File: src/rtl/uart_pkg.sv
// Shared types and helpers for the framed UART receiver.
package uart_pkg;

    typedef enum logic [1:0] {
        PAR_NONE = 2'd0,
        PAR_EVEN = 2'd1,
        PAR_ODD  = 2'd2
    } parity_t;

    typedef enum logic [2:0] {
        RX_IDLE   = 3'd0,
        RX_START  = 3'd1,
        RX_DATA   = 3'd2,
        RX_PARITY = 3'd3,
        RX_STOP   = 3'd4,
        RX_BREAK  = 3'd5
    } rx_state_t;

    function automatic logic maj3(input logic a, input logic b, input logic c);
        return (a & b) | (a & c) | (b & c);
    endfunction

endpackage

File: src/rtl/uart_rx_framed_if.sv
// Word delivery handshake between the UART receiver and its consumer.
interface uart_rx_framed_if #(
    parameter int DATA_BITS = 8
) ();
    logic [DATA_BITS-1:0] data_out;
    logic                 valid_out;
    logic                 ready_in;
    logic                 parity_err_out;
    logic                 frame_err_out;
    logic                 overrun_out;

    modport master (
        output data_out, valid_out, parity_err_out, frame_err_out, overrun_out,
        input  ready_in
    );

    modport slave (
        input  data_out, valid_out, parity_err_out, frame_err_out, overrun_out,
        output ready_in
    );
endinterface

File: src/rtl/uart_rx_sampler.sv
// Line synchroniser, per-bit tick counter and 3-sample majority vote.
module uart_rx_sampler
    import uart_pkg::*;
#(
    parameter int SAMPLE_RATE = 16
) (
    input  logic clk,
    input  logic rst_n,
    input  logic tick,
    input  logic rx,
    input  logic run,
    input  logic start,
    output logic line,
    output logic bit_valid,
    output logic bit_value,
    output logic bit_end
);
    localparam int CW = $clog2(SAMPLE_RATE);
    localparam logic [CW-1:0] CNT_V0   = CW'(SAMPLE_RATE / 2 - 1);
    localparam logic [CW-1:0] CNT_V1   = CW'(SAMPLE_RATE / 2);
    localparam logic [CW-1:0] CNT_V2   = CW'(SAMPLE_RATE / 2 + 1);
    localparam logic [CW-1:0] CNT_LAST = CW'(SAMPLE_RATE - 1);

    logic [1:0]    sync_r;
    logic [CW-1:0] cnt_r;
    logic          v0_r;
    logic          v1_r;
    logic          tick_run_s;

    assign line       = sync_r[1];
    assign tick_run_s = run & tick;

    // Two-flop synchroniser, idles high
    always_ff @(posedge clk or negedge rst_n) begin
        if (!rst_n) begin
            sync_r <= 2'b11;
        end else begin
            sync_r <= {sync_r[0], rx};
        end
    end

    // Tick counter; the start-detect tick is tick 0 of the start bit
    always_ff @(posedge clk or negedge rst_n) begin
        if (!rst_n) begin
            cnt_r <= {CW{1'b0}};
        end else if (start) begin
            cnt_r <= CW'(1);
        end else if (!run) begin
            cnt_r <= {CW{1'b0}};
        end else if (tick) begin
            cnt_r <= (cnt_r == CNT_LAST) ? {CW{1'b0}} : cnt_r + CW'(1);
        end
    end

    // Capture the first two of the three centre samples
    always_ff @(posedge clk or negedge rst_n) begin
        if (!rst_n) begin
            v0_r <= 1'b0;
            v1_r <= 1'b0;
        end else begin
            if (tick_run_s && cnt_r == CNT_V0) begin
                v0_r <= line;
            end
            if (tick_run_s && cnt_r == CNT_V1) begin
                v1_r <= line;
            end
        end
    end

    // Vote result strobes on the third sample tick
    always_comb begin
        bit_valid = tick_run_s & (cnt_r == CNT_V2);
        bit_value = maj3(v0_r, v1_r, line);
        bit_end   = tick_run_s & (cnt_r == CNT_LAST);
    end

endmodule

File: src/rtl/uart_rx_framed.sv
// Parametrised UART receiver: frame state machine and output word register.
module uart_rx_framed
    import uart_pkg::*;
#(
    parameter int SAMPLE_RATE = 16,
    parameter int DATA_BITS   = 8,
    parameter int PARITY      = 0,
    parameter int STOP_BITS   = 1
) (
    input  logic             clk_in,
    input  logic             rst_n_in,
    input  logic             tick_in,
    input  logic             rx_in,
    input  logic             enable_in,
    uart_rx_framed_if.master rx_if
);
    localparam parity_t       PAR_MODE  = parity_t'(PARITY[1:0]);
    localparam logic          PAR_ON    = (PAR_MODE != PAR_NONE);
    localparam logic          PAR_INV   = (PAR_MODE == PAR_ODD);
    localparam logic [3:0]    DATA_LAST = 4'(DATA_BITS);
    localparam logic [3:0]    STOP_LAST = 4'(STOP_BITS - 1);
    localparam int            CW        = $clog2(SAMPLE_RATE);
    localparam logic [CW-1:0] BRK_LAST  = CW'(SAMPLE_RATE - 1);

    function automatic logic data_parity(input logic [DATA_BITS-1:0] d);
        return ^d;
    endfunction

    logic [1:0]           rst_sync_r;
    logic                 rst_n_s;
    rx_state_t            state_r;
    rx_state_t            state_s;
    logic                 line_s;
    logic                 bit_valid_s;
    logic                 bit_value_s;
    logic                 bit_end_s;
    logic                 run_s;
    logic                 start_s;
    logic                 shift_s;
    logic                 data_done_s;
    logic                 par_chk_s;
    logic                 stop_acc_s;
    logic                 commit_s;
    logic                 brk_done_s;
    logic                 frame_err_s;
    logic [DATA_BITS-1:0] shift_r;
    logic [3:0]           bit_idx_r;
    logic                 par_err_r;
    logic                 stop_err_r;
    logic [CW-1:0]        brk_cnt_r;
    logic [DATA_BITS-1:0] data_r;
    logic                 valid_r;
    logic                 perr_r;
    logic                 ferr_r;
    logic                 ovr_r;

    // Reset synchroniser: asynchronous assert, synchronous release
    always_ff @(posedge clk_in or negedge rst_n_in) begin
        if (!rst_n_in) begin
            rst_sync_r <= 2'b00;
        end else begin
            rst_sync_r <= {rst_sync_r[0], 1'b1};
        end
    end
    assign rst_n_s = rst_sync_r[1];

    uart_rx_sampler #(.SAMPLE_RATE(SAMPLE_RATE)) u_sampler (
        .clk       (clk_in),
        .rst_n     (rst_n_s),
        .tick      (tick_in),
        .rx        (rx_in),
        .run       (run_s),
        .start     (start_s),
        .line      (line_s),
        .bit_valid (bit_valid_s),
        .bit_value (bit_value_s),
        .bit_end   (bit_end_s)
    );

    // State register
    always_ff @(posedge clk_in or negedge rst_n_s) begin
        if (!rst_n_s) begin
            state_r <= RX_IDLE;
        end else begin
            state_r <= state_s;
        end
    end

    // Next-state logic
    always_comb begin
        state_s = state_r;
        case (state_r)
            RX_IDLE:   state_s = start_s ? RX_START : RX_IDLE;
            RX_START:  state_s = (bit_valid_s & bit_value_s) ? RX_IDLE
                               : (bit_end_s ? RX_DATA : RX_START);
            RX_DATA:   state_s = data_done_s ? (PAR_ON ? RX_PARITY : RX_STOP) : RX_DATA;
            RX_PARITY: state_s = bit_end_s ? RX_STOP : RX_PARITY;
            RX_STOP:   state_s = commit_s ? (frame_err_s ? RX_BREAK : RX_IDLE) : RX_STOP;
            RX_BREAK:  state_s = brk_done_s ? RX_IDLE : RX_BREAK;
            default:   state_s = RX_IDLE;
        endcase
    end

    // Per-state control strobes; the word commits mid last stop bit
    always_comb begin
        run_s       = 1'b0;
        start_s     = 1'b0;
        shift_s     = 1'b0;
        data_done_s = 1'b0;
        par_chk_s   = 1'b0;
        stop_acc_s  = 1'b0;
        commit_s    = 1'b0;
        brk_done_s  = 1'b0;
        frame_err_s = stop_err_r | ~bit_value_s;
        case (state_r)
            RX_IDLE:   start_s = tick_in & enable_in & ~line_s;
            RX_START:  run_s = 1'b1;
            RX_DATA: begin
                run_s       = 1'b1;
                shift_s     = bit_valid_s;
                data_done_s = bit_end_s & (bit_idx_r == DATA_LAST);
            end
            RX_PARITY: begin
                run_s     = 1'b1;
                par_chk_s = bit_valid_s;
            end
            RX_STOP: begin
                run_s      = 1'b1;
                stop_acc_s = bit_valid_s & (bit_idx_r != STOP_LAST);
                commit_s   = bit_valid_s & (bit_idx_r == STOP_LAST);
            end
            RX_BREAK:  brk_done_s = tick_in & line_s & (brk_cnt_r == BRK_LAST);
            default:   run_s = 1'b0;
        endcase
    end

    // Frame datapath: LSB-first shifter, bit index, accumulated errors
    always_ff @(posedge clk_in or negedge rst_n_s) begin
        if (!rst_n_s) begin
            shift_r    <= {DATA_BITS{1'b0}};
            bit_idx_r  <= 4'd0;
            par_err_r  <= 1'b0;
            stop_err_r <= 1'b0;
        end else if (start_s) begin
            bit_idx_r  <= 4'd0;
            par_err_r  <= 1'b0;
            stop_err_r <= 1'b0;
        end else if (shift_s) begin
            shift_r   <= {bit_value_s, shift_r[DATA_BITS-1:1]};
            bit_idx_r <= bit_idx_r + 4'd1;
        end else if (data_done_s) begin
            bit_idx_r <= 4'd0;
        end else if (par_chk_s) begin
            par_err_r <= bit_value_s ^ data_parity(shift_r) ^ PAR_INV;
        end else if (stop_acc_s) begin
            stop_err_r <= stop_err_r | ~bit_value_s;
            bit_idx_r  <= bit_idx_r + 4'd1;
        end
    end

    // Consecutive high ticks seen while recovering from a break
    always_ff @(posedge clk_in or negedge rst_n_s) begin
        if (!rst_n_s) begin
            brk_cnt_r <= {CW{1'b0}};
        end else if (state_r != RX_BREAK) begin
            brk_cnt_r <= {CW{1'b0}};
        end else if (tick_in) begin
            brk_cnt_r <= line_s ? brk_cnt_r + CW'(1) : {CW{1'b0}};
        end
    end

    // Output word register; a commit into a full, unaccepted slot is dropped
    always_ff @(posedge clk_in or negedge rst_n_s) begin
        if (!rst_n_s) begin
            data_r  <= {DATA_BITS{1'b0}};
            valid_r <= 1'b0;
            perr_r  <= 1'b0;
            ferr_r  <= 1'b0;
            ovr_r   <= 1'b0;
        end else begin
            ovr_r <= 1'b0;
            if (commit_s && (!valid_r || rx_if.ready_in)) begin
                data_r  <= shift_r;
                valid_r <= 1'b1;
                perr_r  <= PAR_ON & par_err_r;
                ferr_r  <= frame_err_s;
            end else if (commit_s) begin
                ovr_r <= 1'b1;
            end else if (valid_r && rx_if.ready_in) begin
                valid_r <= 1'b0;
            end
        end
    end

    assign rx_if.data_out       = data_r;
    assign rx_if.valid_out      = valid_r;
    assign rx_if.parity_err_out = perr_r;
    assign rx_if.frame_err_out  = ferr_r;
    assign rx_if.overrun_out    = ovr_r;

endmodule

File: src/flat_wrapper.sv
// flat-port wrapper written by rule: the top's interface ports become plain ports
module uart_rx_framed_flat import uart_pkg::*;
#(
    parameter int SAMPLE_RATE = 16,
    parameter int DATA_BITS   = 8,
    parameter int PARITY      = 0,
    parameter int STOP_BITS   = 1
)
  (clk_in, rst_n_in, tick_in, rx_in, enable_in, rx_if_data_out, rx_if_valid_out, rx_if_parity_err_out, rx_if_frame_err_out, rx_if_overrun_out, rx_if_ready_in);
  uart_rx_framed_if #(.DATA_BITS(DATA_BITS)) rx_if_i ();
  input  logic clk_in;
  input  logic rst_n_in;
  input  logic tick_in;
  input  logic rx_in;
  input  logic enable_in;
  output wire logic [$bits(rx_if_i.data_out)-1:0] rx_if_data_out;
  output wire logic [$bits(rx_if_i.valid_out)-1:0] rx_if_valid_out;
  output wire logic [$bits(rx_if_i.parity_err_out)-1:0] rx_if_parity_err_out;
  output wire logic [$bits(rx_if_i.frame_err_out)-1:0] rx_if_frame_err_out;
  output wire logic [$bits(rx_if_i.overrun_out)-1:0] rx_if_overrun_out;
  input wire logic [$bits(rx_if_i.ready_in)-1:0] rx_if_ready_in;
  assign rx_if_data_out = rx_if_i.data_out;
  assign rx_if_valid_out = rx_if_i.valid_out;
  assign rx_if_parity_err_out = rx_if_i.parity_err_out;
  assign rx_if_frame_err_out = rx_if_i.frame_err_out;
  assign rx_if_overrun_out = rx_if_i.overrun_out;
  assign rx_if_i.ready_in = rx_if_ready_in;
  uart_rx_framed #(.SAMPLE_RATE(SAMPLE_RATE), .DATA_BITS(DATA_BITS), .PARITY(PARITY), .STOP_BITS(STOP_BITS)) u_core (.clk_in(clk_in), .rst_n_in(rst_n_in), .tick_in(tick_in), .rx_in(rx_in), .enable_in(enable_in), .rx_if(rx_if_i));
endmodule
File: config.mk
export PLATFORM = sky130hd
export DESIGN_NAME = uart_rx_framed_flat
export DESIGN_NICKNAME = d
export VERILOG_FILES = /design/src/rtl/uart_pkg.sv /design/src/rtl/uart_rx_framed_if.sv /design/src/rtl/uart_rx_sampler.sv /design/src/rtl/uart_rx_framed.sv /design/src/flat_wrapper.sv
export SDC_FILE = /design/constraint.sdc
export NUM_CORES = 1
export LEC_CHECK = 0
export ABC_AREA = 1
export BUFFER_PORTS_ARGS = -buffer_cell sky130_fd_sc_hd__buf_4
export CAP_MARGIN = 0
export CORE_ASPECT_RATIO = 2
export CORE_MARGIN = 1.5
export CORE_UTILIZATION = 40
export CTS_BUF_LIST = sky130_fd_sc_hd__clkbuf_8
export CTS_CLUSTER_SIZE = 16
export DETAILED_ROUTE_END_ITERATION = 16
export PLACE_DENSITY_LB_ADDON = 0.05
export SETUP_SLACK_MARGIN = 0.3
export SLEW_MARGIN = 20
export SYNTH_ARGS = -nofsm -noshare
export SYNTH_HDL_FRONTEND = slang
export SYNTH_SLANG_ARGS = --single-unit
export TNS_END_PERCENT = 30
File: constraint.sdc
create_clock -name clk_in -period 2.1 [get_ports clk_in]
set_input_delay 0.42 -clock clk_in [delete_from_list [all_inputs] [get_ports clk_in]]
set_output_delay 0.42 -clock clk_in [all_outputs]
set_load 0.05 [all_outputs]
==> impl_metrics.tcl, run 1 <==
set metrics [dict create \
    die-area_um2 5670 \
    vias 1545 \
    dp_hpwl_um 3190 \
    critPathLaunch "u_core.u_sampler.cnt_r[1]" \
    r2r_setup_slack_ps 480 \
    r2r-start "u_core.u_sampler.cnt_r[1]" \
    clk-insertion-delay-late_ps 290 \
    first_global_vias 1530 \
    drive_above_1_share_pct 22.6 \
    ys_seq_area_share_pct 49.4 \
    crit_path_end_kind "flip-flop" \
    grt_max_degree 40 \
    wl_per_cell_um 13.5 \
    cts_root_buffer "clkbuf_8" \
    area_growth_pct 16.0 \
    path_clk_slew_ps 80 \
    ys_ff_latch 41 \
    detail-route-antenna-nets 0 \
    dr.pass1.iters 4 \
    gp_congestion 0.811 \
    worst_slack_ps 479 \
    timing.hold.ws_ps 234 \
    setup_viol 0 \
    syn_area_um2 2080 \
    worstPathMaxFanout 17 \
    final_cell_area_um2 2420 \
    required_ps 2290 \
    h-tree-depth 2 \
    antenna_found_initial 0 \
    post_dp_cell_area_um2 2250 \
    via_per_inst 4.90 \
    cts_buffers 5 \
    antenna_cells 0 \
    fmax_ghz 0.617 \
    hold_class "in -> reg" \
    avgSynthCellArea_um2 9.05 \
    timing.rr.end "u_core.rx_if.data_out[7]" \
    nNetsFinal 268 \
    hold_violations 0 \
    yosys_warnings 0 \
    die_x_um 54.0 \
    cts_tree "done" \
    fin_crit_ps 1620 \
    start_util_pct 40.9 \
    min_period_over_period_pct 77.2 \
    rsz0062_at_grt "true" \
    reg2reg_depth 9 \
    postLayoutCoreUtil_pct 47.4 \
    synth_edf_count 0 \
    drt-total-wl_um 4250 \
    setup_tns_ps 0 \
    crit_arrival_ps 1810 \
    grt_pass1_wl_um 7190 \
    dieHeight_um 105 \
    cap_violations 0 \
    maxSlewViolCount 0 \
    drt-initial-drc-count 18 \
    ys_dominant_reg_cell "dfrtp_1" \
    critical_path.endpoint "u_core.rx_if.data_out[7]" \
    outcome "completed" \
    p_per_area_nw_per_um2 986 \
    rows 37 \
    cellLeakagePower_nw 1.18 \
    ioPinCount 18 \
    grt_overflow 0 \
    post-place-ws_ps 374 \
    path_class "reg -> reg" \
    fp.coreArea_um2 5090 \
    portBuffers 16 \
    startpoint_type "flip-flop" \
    clock_sinks 41 \
    clock_path_buffers 2 \
    netlist_instances 230 \
    synth.distinct_cells 36 \
    grt.total_usage_pct 17.4 \
    syn_nets 242 \
    peakVddDrop_mv 0.611 \
    async_reset_ff_share_pct 100 \
    drc 0 \
    fin_skew_ps 7.69 \
]
final cells by class:
cell class / count / area [µm²]
clock inverter: 2 / 33.8
timing repair buffer: 23 / 175
clock buffer: 6 / 82.6
inverter: 34 / 128
fill: 532 / 2680
multi-input combinational: 151 / 896
tap: 58 / 72.6
sequential: 41 / 1030
what timing repair did:
item | 4_1_cts | 5_1_grt
setup endpoints to repair | 0 | 13
hold endpoints to repair | 2 | 0
buffers inserted | 0 | 4
hold buffers | 1 | 0
gates resized for setup | 0 | 3
metal layers:
| layer | wire length (µm) | global-route usage (%) | vias up |
|---|---|---|---|
| met5 | 0 | 0 | - |
| met3 | 76 | 3.43 | 7 |
| met1 | 1640 | 18.6 | 729 |
| met2 | 2440 | 31.7 | 19 |
| met4 | 90 | 6.07 | 0 |
| li1 | - | - | 790 |
sequential cells by signal (all words and copies together), names as in the netlist:
signal and cells:
u_core.stop_err_r 1, u_core.rx_if.frame_err_out 1, u_core.u_sampler.sync_r 2, u_core.rx_if.data_out 8, u_core.u_sampler.cnt_r 4, u_core.u_sampler.v0_r 1
u_core.bit_idx_r 4, u_core.rst_sync_r 2, u_core.shift_r 8, u_core.brk_cnt_r 4, u_core.state_r 3, u_core.u_sampler.v1_r 1
u_core.rx_if.valid_out 1, u_core.rx_if.overrun_out 1
how the worst min path moves through the flow:
stage / startpoint / to / slack (ps) / cells after the start
finish: rx_in / u_core.u_sampler.sync_r[0] / 230 / 1
global placement: rst_n_in / u_core.rst_sync_r[0] / 200 / 1
CTS: rx_in / u_core.u_sampler.sync_r[0] / 230 / 1
floorplan: rst_n_in / u_core.rst_sync_r[0] / 120 / 0
global route: rx_in / u_core.u_sampler.sync_r[0] / 220 / 1
detailed placement: rst_n_in / u_core.rst_sync_r[0] / 200 / 1
synth_stat cells (3+ instances only):
master	number	area share, %
nand2_1	47	8.5
dfrtp_1	39	47
inv_1	33	5.9
nand3_1	19	4.6
nor2_1	17	3.1
o21ai_0	13	3.1
o21ai_2	8	3.4
ha_1	6	3.6
nand4_1	5	1.5
nor2_4	4	2.2
a21oi_1	3	0.72
nand2_2	3	0.90
cells in the final DEF (no fill, tap or decap), drive strengths merged, types with 4 or more instances in the layout:
cell type,instances
inv,35
clkbuf,6
nand2,51
a21oi,4
buf,22
dfrtp,39
ha,6
nand4,8
nor2,23
nand3,20
o21ai,22
logic make-up (layout without fill, tap and decap cells):
logic type | count (synthesis) | after routing | synth area share (%)
simple gates | 106 | 106 | 26.3
flops | 41 | 41 | 49.4
buf+inv | 38 | 65 | 7.93
compound gates | 33 | 33 | 10.7
fa+ha+maj | 7 | 7 | 4.09
xor+xnor | 3 | 3 | 1.26
other cells | 2 | 2 | 0.361
through the flow:
| stage | power [mW] | instances |
|---|---|---|
| final | 2.38 | 315 |
| after global routing | 2.55 | 315 |
| after CTS | 2.41 | 311 |
| after detailed placement | 1.75 | 302 |
| after global placement | 1.75 | 302 |
| after floorplan | 1.57 | 230 |
where the power goes:
group / total [mW] / switching (mW) / leakage [nW] / internal, mW
Sequential: 1.02 / 0.119 / 0.546 / 0.902
Combinational: 0.709 / 0.470 / 0.570 / 0.240
Clock: 0.651 / 0.268 / 0.0626 / 0.383
Total: 2.38 / 0.857 / 1.18 / 1.52
worst max-delay path, cell delays in order, from the launching register on:
cell,delay [ps]
dfrtp_1,400
inv_1,100
ha_1,140
inv_1,60
nor2_4,140
nand4_1,130
nor2_2,200
nand2_4,180
nand2_1,120
o21ai_2,50
Note: power is estimated with default switching activity, not from simulation.
==> run 2, diff against run 1 <==
--- a/config.mk
+++ b/config.mk
@@ -5,7 +5,7 @@
 export SDC_FILE = /design/constraint.sdc
 export NUM_CORES = 1
 export LEC_CHECK = 0
-export ABC_AREA = 1
+export ABC_AREA = 0
 export BUFFER_PORTS_ARGS = -buffer_cell sky130_fd_sc_hd__buf_4
 export CAP_MARGIN = 0
 export CORE_ASPECT_RATIO = 2
==> constraint.sdc (replaced) <==
create_clock -name clk_in -period 1.65 [get_ports clk_in]
set_input_delay 0.33 -clock clk_in [delete_from_list [all_inputs] [get_ports clk_in]]
set_output_delay 0.33 -clock clk_in [all_outputs]
set_load 0.05 [all_outputs]
==> run 2 against run 1 <==
Effect of this change: the run now ends with negative setup slack left; critical endpoint is now u_core.bit_idx_r[2]; count of clock-buffer cells in the layout did not move; via count shrank 6.3%; non-clock buffer count rose by 32; register-to-register slack lost 680 ps; wire length increased by 4.7%; die area decreased by 6.4%; combinational power up 65%; setup slack worse by 680 ps; critical path depth is 3 lower; clock power rose by 29%; critical path type unchanged; area after synthesis is 6.7% lower; highest routed layer unchanged.
==> impl_metrics.tcl, run 2 <==
set metrics [dict create \
    synth_xor_xnor_area_share_pct 1.80 \
    setup_viol 19 \
    yosys_warnings 0 \
    syn_nets 181 \
    synthAdderAreaFrac_pct 4.38 \
    grt_pass1_wl_um 7480 \
    synthMuxAreaShare_pct 13.7 \
    grt_max_degree 40 \
    timing.hold.ws_ps 146 \
    area_growth_pct 37.5 \
    vias 1448 \
    final_cell_area_um2 2670 \
    crit_buf_inv 1 \
    required_ps 1860 \
    setup_tns_ps -2020 \
    start_util_pct 41.9 \
    synth_top_area_share_pct 50.2 \
    fin_crit_ps 1850 \
    p_switching_uw 980 \
    synth_compound_area_share_pct 6.05 \
    n_fill_cell 413 \
    p_total_mw 3.21 \
    intPower_mw 2.23 \
    switching_share_pct 30.6 \
    worst_slack_ps -196 \
    die_x_um 52.3 \
    dr.pass1.iters 3 \
    via_per_inst 5.17 \
    cts_buffers 5 \
    register_area_um2 1030 \
    gp_congestion 0.915 \
    detail-route-antenna-nets 0 \
    comb_power_share_pct 36.4 \
    first_global_vias 1671 \
    outcome "complete, but fails checks" \
    failed_checks "negative setup slack" \
    antenna_cells 0 \
    yosys.area_share.simple_pct 17.6 \
    final_cell_mix "50 x buf_4, 39 x dfrtp_1, 19 x mux2_2, 13 x nor2_1, 7 x nand2_1" \
    async_reset_ff_share_pct 100 \
    rsz0062_at_grt "true" \
    antenna_found_initial 0 \
    crit_family "simple AND/OR/NAND/NOR gates" \
    ioPinCount 18 \
    grt_overflow 0 \
    cap_violations 0 \
    ys_seq_area_share_pct 52.9 \
    h-tree-depth 2 \
    dp_hpwl_um 3220 \
    synth_edf_count 0 \
    postLayoutCoreUtil_pct 57.5 \
    path_clk_slew_ps 80 \
    clk-insertion-delay-late_ps 290 \
    avgSynthCellArea_um2 11.5 \
    maxSlewViolCount 0 \
    nNetsFinal 236 \
    crit_arrival_ps 2060 \
    p_per_area_nw_per_um2 1200 \
    portBuffers 16 \
    synthMostInstantiatedCell "dfrtp_1" \
    p_clk_share_pct 26.1 \
    worstPathMaxFanout 5 \
    drt-initial-drc-count 10 \
    synth_top_area_cell "dfrtp_1" \
    ys_dominant_reg_cell "dfrtp_1" \
    fin_skew_ps 7.12 \
    ys_ff_latch 41 \
    synth_top_family_by_area "simple AND/OR/NAND/NOR gates" \
    cts_root_buffer "clkbuf_8" \
    fmax_ghz 0.542 \
    dieHeight_um 102 \
    r2r_setup_slack_ps -200 \
    synth.area.top_cells "dfrtp_1 50%, mux2_2 12%, ha_1 3.9%, nor2_1 2.9%, dfstp_2 2.7%" \
    clock_path_buffers 2 \
    rows 35 \
    synth.distinct_cells 43 \
    wl_per_cell_um 15.9 \
    die-area_um2 5310 \
    post_dp_cell_area_um2 2380 \
    netlist_instances 169 \
    seq_power_share_pct 37.5 \
    cellLeakagePower_nw 1.30 \
    drc 0 \
    final_common_cell "buf_4" \
    startpoint_type "flip-flop" \
    cts_tree "done" \
    fp.coreArea_um2 4640 \
    multiInputGateArea_um2 992 \
    slowest_delay_ps 560 \
    drive_above_1_share_pct 49.8 \
    syn_area_um2 1940 \
    hold_violations 0 \
    hold_class "in -> reg" \
    crit_slowest_cell "or4_4" \
    path_cells "inv_2 > ha_4 > nand4b_4 > or4_4 > or3_1 > a21oi_2" \
    grt.total_usage_pct 19.0 \
    drt-total-wl_um 4450 \
    peakVddDrop_mv 0.764 \
    crit_path_end_kind "flip-flop" \
    synth_common_cells "39 x dfrtp_1, 21 x mux2_2, 15 x nor2_1" \
    clock_sinks 41 \
    min_period_over_period_pct 112 \
    path_class "reg -> reg" \
]
[run 2: cell types whose count changed in the layout (fill, tap and decap cells not counted), sizes merged, moves of 4 or more]
| cell | delta |
|---|---|
| buf | +32 |
| nand3 | -15 |
| o21ai | -20 |
| mux2 | +21 |
| nand2 | -41 |
| nand4 | -7 |
| nand2b | +4 |
| a21oi | +4 |
| inv | -29 |
| nor2 | -8 |
| nor2b | +6 |
[run 2: worst reg2reg max path, cell delays in order (launching register included)]
cell and delay, ps:
dfrtp_1 400, inv_2 90, ha_4 140, nand4b_4 110, or4_4 560, or3_1 350
a21oi_2 130
[run 2: area by class of cell]
| class | instances | share of cell area, % |
|---|---|---|
| multi-input cells | 115 | 37.1 |
| well taps | 55 | 2.58 |
| clock inverters | 2 | 1.41 |
| repair buffers | 55 | 16.4 |
| clock buffers | 6 | 3.09 |
| inverters | 6 | 0.843 |
| flip-flops and latches | 41 | 38.5 |
[run 2: kinds of logic (layout without fill, tap and decap cells)]
kind of cell               after synthesis  count (layout)
and+or+nand+nor                         59              60
other                                    2               2
DFF                                     41              41
xor gates and xnor gates                 4               4
adders and majority gates                7               7
AOI/OAI and AO/OA                       18              18
buffers and inverters                   14              69
muxes                                   24              24
[run 2: repair_timing]
action                                  in CTS  in global routing
buffers inserted                             4                  0
hold buffers                                 1                  0
endpoints found under the hold margin        2                  0
gates cloned                                 1                  0
gates resized for setup                     21                  9
pin swaps                                    5                  3
endpoints found under the setup margin      30                 30
[run 2: through the flow]
step	cells	worst slack (ps)
5_1_grt	280	-274
6_report	280	-196
3_3_place_gp	266	-255
4_1_cts	280	-193
3_5_place_dp	266	-305
2_1_floorplan	169	-294
[run 2: path summary, 6_finish.rpt]
path,startpoint,to,depth (start not counted)
worst min register to register,u_core.rst_sync_r[1],u_core.rx_if.valid_out,1
worst min-delay path,rx_in,u_core.u_sampler.sync_r[0],1
min in group asynchronous,u_core.rst_sync_r[1],u_core.rx_if.valid_out,1
worst max-delay path,u_core.u_sampler.cnt_r[1],u_core.bit_idx_r[2],6
worst max register to register,u_core.u_sampler.cnt_r[1],u_core.bit_idx_r[2],6
max in group asynchronous,u_core.rst_sync_r[1],u_core.u_sampler.sync_r[0],1
[run 2: power groups by stage]
| stage | clock network (mW) | logic, mW | registers, mW |
|---|---|---|---|
| 4_1_cts | 0.864 | 1.13 | 1.20 |
| 6_report | 0.838 | 1.17 | 1.20 |
| 2_1_floorplan | 0 | 0.486 | 1.24 |
| 3_5_place_dp | 0 | 0.953 | 1.22 |
| 5_1_grt | 0.911 | 1.28 | 1.22 |
| 3_3_place_gp | 0 | 0.923 | 1.21 |
[run 2: routing by layer]
metal	part of all wire, %	vias up	routed length [µm]	track usage (%)
li1	-	696	-	-
met1	36	722	1620	19.0
met2	58	19	2600	35.7
met3	1.5	11	66	3.10
met4	3.5	0	157	9.86
met5	0	-	0	0
